--- config.mk ---
export PLATFORM = sky130hd
export DESIGN_NAME = elastic_pipeline
export DESIGN_NICKNAME = d
export VERILOG_FILES = /design/src/rtl/elastic_pipeline_pkg.sv /design/src/rtl/elastic_pipeline_stage.sv /design/src/rtl/elastic_pipeline.sv
export SDC_FILE = /design/constraint.sdc
export NUM_CORES = 1
export LEC_CHECK = 0
export ABC_AREA = 1
export CORE_MARGIN = 1
export CORE_UTILIZATION = 49
export DETAILED_ROUTE_END_ITERATION = 16
export PLACE_DENSITY = 0.72
export SYNTH_ARGS = -nofsm -noshare
export SYNTH_HDL_FRONTEND = slang
export SYNTH_SLANG_ARGS = --single-unit
--- constraint.sdc ---
create_clock -name clk -period 3.9 [get_ports clk]
set_clock_uncertainty 0.2 [all_clocks]
set_input_delay 0.585 -clock clk [delete_from_list [all_inputs] [get_ports clk]]
set_output_delay 0.585 -clock clk [all_outputs]
set_load 0.01 [all_outputs]
--- src/rtl/elastic_pipeline_pkg.sv ---
// Shared helpers for the elastic valid/ready pipeline.
// Sizing function for the occupancy counter; imported by the top.
package elastic_pipeline_pkg;

  // The counter has to reach N+1 when the skid entry is present.
  function automatic int occ_width(input int stages);
    return $clog2(stages + 2);
  endfunction

endpackage

--- src/rtl/elastic_pipeline_stage.sv ---
// One elastic stage: a valid+data register plus its ready term.
// Ports: clk, reset_n, prev_valid/prev_data (from upstream), next_ready
// (from downstream), valid/data (registered), ready (to upstream).
module elastic_pipeline_stage #(
  parameter int BIT_WIDTH = 10
) (
  input  logic                 clk,
  input  logic                 reset_n,
  input  logic                 prev_valid,
  input  logic [BIT_WIDTH-1:0] prev_data,
  input  logic                 next_ready,
  output logic                 valid,
  output logic [BIT_WIDTH-1:0] data,
  output logic                 ready
);

  // An empty stage can always take a beat, which collapses bubbles.
  assign ready = !valid || next_ready;

  always_ff @(posedge clk or negedge reset_n) begin
    if (!reset_n) begin
      valid <= 1'b0;
      data  <= '0;
    end else if (ready) begin
      valid <= prev_valid;
      if (prev_valid) begin
        data <= prev_data;
      end
    end
  end

endmodule

--- src/rtl/elastic_pipeline.sv ---
// Valid/ready pipeline of NUMBER_OF_STAGES registers with backpressure.
// Ports: clk, reset_n (async, active-low), in_valid/in_ready/in_data,
// out_valid/out_ready/out_data, occupancy (beats currently held).
// Macro ELASTIC_PIPELINE_SKID_EN adds a one-entry input skid so that
// in_ready is a flop output with no path from out_ready.
module elastic_pipeline
  import elastic_pipeline_pkg::*;
#(
  parameter int BIT_WIDTH        = 10,
  parameter int NUMBER_OF_STAGES = 5
) (
  input  logic                 clk,
  input  logic                 reset_n,
  input  logic                 in_valid,
  output logic                 in_ready,
  input  logic [BIT_WIDTH-1:0] in_data,
  output logic                 out_valid,
  input  logic                 out_ready,
  output logic [BIT_WIDTH-1:0] out_data,
  output logic [$clog2(NUMBER_OF_STAGES+2)-1:0] occupancy
);

  localparam int N     = NUMBER_OF_STAGES;
  localparam int OCC_W = occ_width(N);

  logic                 front_ready;
  logic                 src_valid;
  logic [BIT_WIDTH-1:0] src_data;

`ifdef ELASTIC_PIPELINE_SKID_EN
  logic                 skid_valid;
  logic                 skid_valid_nx;
  logic [BIT_WIDTH-1:0] skid_data;
  logic                 rdy_q;
  logic                 accept;

  // rdy_q mirrors !skid_valid but resets to 0 so that in_ready
  // stays low while reset_n is asserted.
  assign in_ready  = rdy_q;
  assign accept    = in_valid && rdy_q;
  assign src_valid = skid_valid || accept;
  assign src_data  = skid_valid ? skid_data : in_data;

  always_comb begin
    skid_valid_nx = skid_valid;
    if (skid_valid) begin
      if (front_ready) begin
        skid_valid_nx = 1'b0;
      end
    end else if (accept && !front_ready) begin
      skid_valid_nx = 1'b1;
    end
  end

  always_ff @(posedge clk or negedge reset_n) begin
    if (!reset_n) begin
      skid_valid <= 1'b0;
      skid_data  <= '0;
      rdy_q      <= 1'b0;
    end else begin
      skid_valid <= skid_valid_nx;
      rdy_q      <= !skid_valid_nx;
      if (!skid_valid && accept && !front_ready) begin
        skid_data <= in_data;
      end
    end
  end
`else
  assign in_ready  = front_ready && reset_n;
  assign src_valid = in_valid;
  assign src_data  = in_data;
`endif

  if (N == 0) begin : g_pass
    assign front_ready = out_ready;
    assign out_valid   = src_valid;
    assign out_data    = src_data;
  end else begin : g_chain
    logic [N-1:0]         v;
    logic [BIT_WIDTH-1:0] d [N];
    logic [N:0]           rdy;

    assign rdy[N] = out_ready;

    for (genvar k = 0; k < N; k++) begin : g_stage
      logic                 pv;
      logic [BIT_WIDTH-1:0] pd;

      if (k == 0) begin : g_head
        assign pv = src_valid;
        assign pd = src_data;
      end else begin : g_link
        assign pv = v[k-1];
        assign pd = d[k-1];
      end

      elastic_pipeline_stage #(
        .BIT_WIDTH(BIT_WIDTH)
      ) u_stage (
        .clk       (clk),
        .reset_n   (reset_n),
        .prev_valid(pv),
        .prev_data (pd),
        .next_ready(rdy[k+1]),
        .valid     (v[k]),
        .data      (d[k]),
        .ready     (rdy[k])
      );
    end

    assign front_ready = rdy[0];
    assign out_valid   = v[N-1];
    assign out_data    = d[N-1];
  end

  logic             in_xfer;
  logic             out_xfer;
  logic [OCC_W-1:0] occ_q;

  assign in_xfer   = in_valid && in_ready;
  assign out_xfer  = out_valid && out_ready;
  assign occupancy = occ_q;

  always_ff @(posedge clk or negedge reset_n) begin
    if (!reset_n) begin
      occ_q <= '0;
    end else begin
      unique case ({in_xfer, out_xfer})
        2'b10:   occ_q <= occ_q + OCC_W'(1);
        2'b01:   occ_q <= occ_q - OCC_W'(1);
        default: occ_q <= occ_q;
      endcase
    end
  end

endmodule

==> flow_metrics.tcl <==
set metrics [dict create \
    drtPass1Iterations 4 \
    area_growth_pct 20.4 \
    rows 24 \
    tns_ps 0 \
    post_cts_resized 0 \
    synth_cell_types 20 \
    insertion_delay_ps 320 \
    fmax_mhz 323 \
    hold_violations 0 \
    cts_inserted_buffers 9 \
    drt_iter0_markers 80 \
    fin_nets 281 \
    vias 1534 \
    yosys_register_bits 58 \
    fin_ws_ps 809 \
    dpl_cell_area_um2 2560 \
    die_y_um 70.3 \
    grt_pass1_vias 1498 \
    ir_drop_mv 0.295 \
    syn-num-nets 254 \
    setup_violations 0 \
    critPathSlowestCell "clkdlybuf4s50_1" \
    grt_pass1_wl_mm 6.62 \
    avgViaCountPerCell 4.79 \
    diodes 0 \
    whs_ps 250 \
    cp-start-kind "input port" \
    synth.largest_area_cell "dfrtp_1" \
    p_leak_nw 1.39 \
    power_mw 2.12 \
    synth.top_cells.by_area "dfrtp_1 (63%), nand2_1 (13%), nand3_1 (6.3%)" \
    critPathLaunch "out_ready" \
    drv_slew 0 \
    die_w_um 70.3 \
    coreArea_um2 4410 \
    io_buffers 28 \
    ys_async_sr_fraction 1.00 \
    wl_per_cell_um 10.9 \
    syn_inst 238 \
    cts_max_level 3 \
    finalInstanceArea_um2 2750 \
    cts_hold_buf 0 \
    clk_pin_slew_worst_paths_ps 60 \
    slew_headroom 0.538 \
    tightest_slew_ps 693 \
    netlist_top_cells_count "nand2_1 (81), dfrtp_1 (58), nand3_1 (29), inv_1 (13)" \
    drv_cap 0 \
    cp.arrival_ps 2310 \
    synth_edf_count 0 \
    cts_setup_buffers 0 \
    synthFlopType "dfrtp_1" \
    ioPinCount 29 \
    regToRegStartpoint "g_chain.g_stage[4].u_stage.valid" \
    place_congestion 0.743 \
    place_ws_ps 777 \
    power_density_nw_per_um2 768 \
    grt_max_degree 59 \
    yosysWarningCount 0 \
    die_area_um2 4940 \
    synth_top_area_frac 0.635 \
    synth_area_per_cell_um2 9.61 \
    yosysSeqAreaShare 0.635 \
    grt_usage 0.173 \
    worstPathCellList "clkdlybuf4s50_1, inv_1, nand3_2, nor2_2, nand3_2, and2_1, clkdlybuf4s50_1" \
    cp-end-kind "output port" \
    fin_crit_ps 3090 \
    initial_core_util 0.518 \
    drive_gt1_frac 0.0821 \
    yosysMostFrequentCell "nand2_1" \
    rsz0062_at_grt "false" \
    grt_overflow 0 \
    dp_hpwl_mm 2.45 \
    cts_tree "done" \
    clock_tree.root_cell "clkbuf_8" \
    critPathRequiredTime_ps 3120 \
    post-route-period-util 0.793 \
    antenna_found_initial 0 \
    status "finished, final reports clean" \
    critical_path_class "input port to output port" \
    routed_wl_mm 3.50 \
    cts_sinks 58 \
    ant_nets 0 \
    clk_path_buf_depth 2 \
    crit_path_max_incr_delay_ps 470 \
    synthesis.area_um2 2290 \
    cp_max_fo 13 \
    worstHoldPathType "input port to async pin" \
    drcViolationCount 0 \
]
## final cells by class
cell class	count	area, um2
fill	384	1660
tap	52	65.1
multi-input combinational	154	714
clock buffer	11	151
timing repair buffer	29	283
inverter	13	48.8
clock inverter	3	40.0
sequential	58	1450
## through the flow
| stage | util | cells |
|---|---|---|
| detailed placement | 0.580 | 306 |
| finish | 0.624 | 320 |
| CTS | 0.624 | 320 |
| floorplan | - | 238 |
| global placement | 0.580 | 306 |
| global route | 0.624 | 320 |
## state kept, by name, summed over array words and instances (netlist names)
register / count
g_chain.g_stage.u_stage.data: 50
g_chain.g_stage.u_stage.valid: 5
occupancy: 3
## layout by cell type, fill, tap and decap left out
cell              n
buf_4             1
nand2_2           1
nand3_2           2
clkinv_2          2
a21oi_1          11
inv_1            13
clkbuf_8         11
and2_1            1
ha_1              1
clkdlybuf4s50_1  27
fa_1              1
nand4_1           1
o21ai_0          11
xnor2_1           2
nor2_2            1
bufinv_16         1
nand2_1          81
mux2_2            2
nand3_1          29
nor2_1           10
buf_2             1
dfrtp_1          58
## layer usage
metal  track usage  wire length [um]  up-vias
li1              -                 -      808
met1         0.228              1730      690
met2         0.253              1580       30
met3        0.0707               134        6
met4        0.0733                58        0
met5             0                 0        -
## path summary, 6_finish.rpt
path                       slack, ps  cells after the start                            endpoint
max in group asynchronous       2800                      2  g_chain.g_stage[0].u_stage.data[3]
setup / recovery                 810                      7                            in_ready
hold reg to reg                  270                      2  g_chain.g_stage[0].u_stage.data[6]
setup reg to reg                1490                      8                        occupancy[1]
hold / removal                   250                      2    g_chain.g_stage[4].u_stage.valid
min in group clk                 270                      2  g_chain.g_stage[0].u_stage.data[6]
## report_power, final
group / switching [mW] / internal, mW
sequential: 0.130 / 0.839
clock: 0.211 / 0.320
combinational: 0.323 / 0.292
## logic make-up (layout without fill, tap and decap cells)
logic type	Yosys count	count (layout)	share of synthesized area
AND/OR/NAND/NOR	126	126	0.233
flip-flops	58	58	0.635
buffers and inverters	26	56	0.0531
AO/OA/AOI/OAI	22	22	0.0481
adder cells (fa/ha/maj)	2	2	0.0142
XOR/XNOR	2	2	0.00766
multiplexers	2	2	0.00985
## critical path, delay by kind of cell
family        cells  cell delay, ps
buf+inv           3            1010
simple gates      4             700
Power figures use the tool's default switching activity.
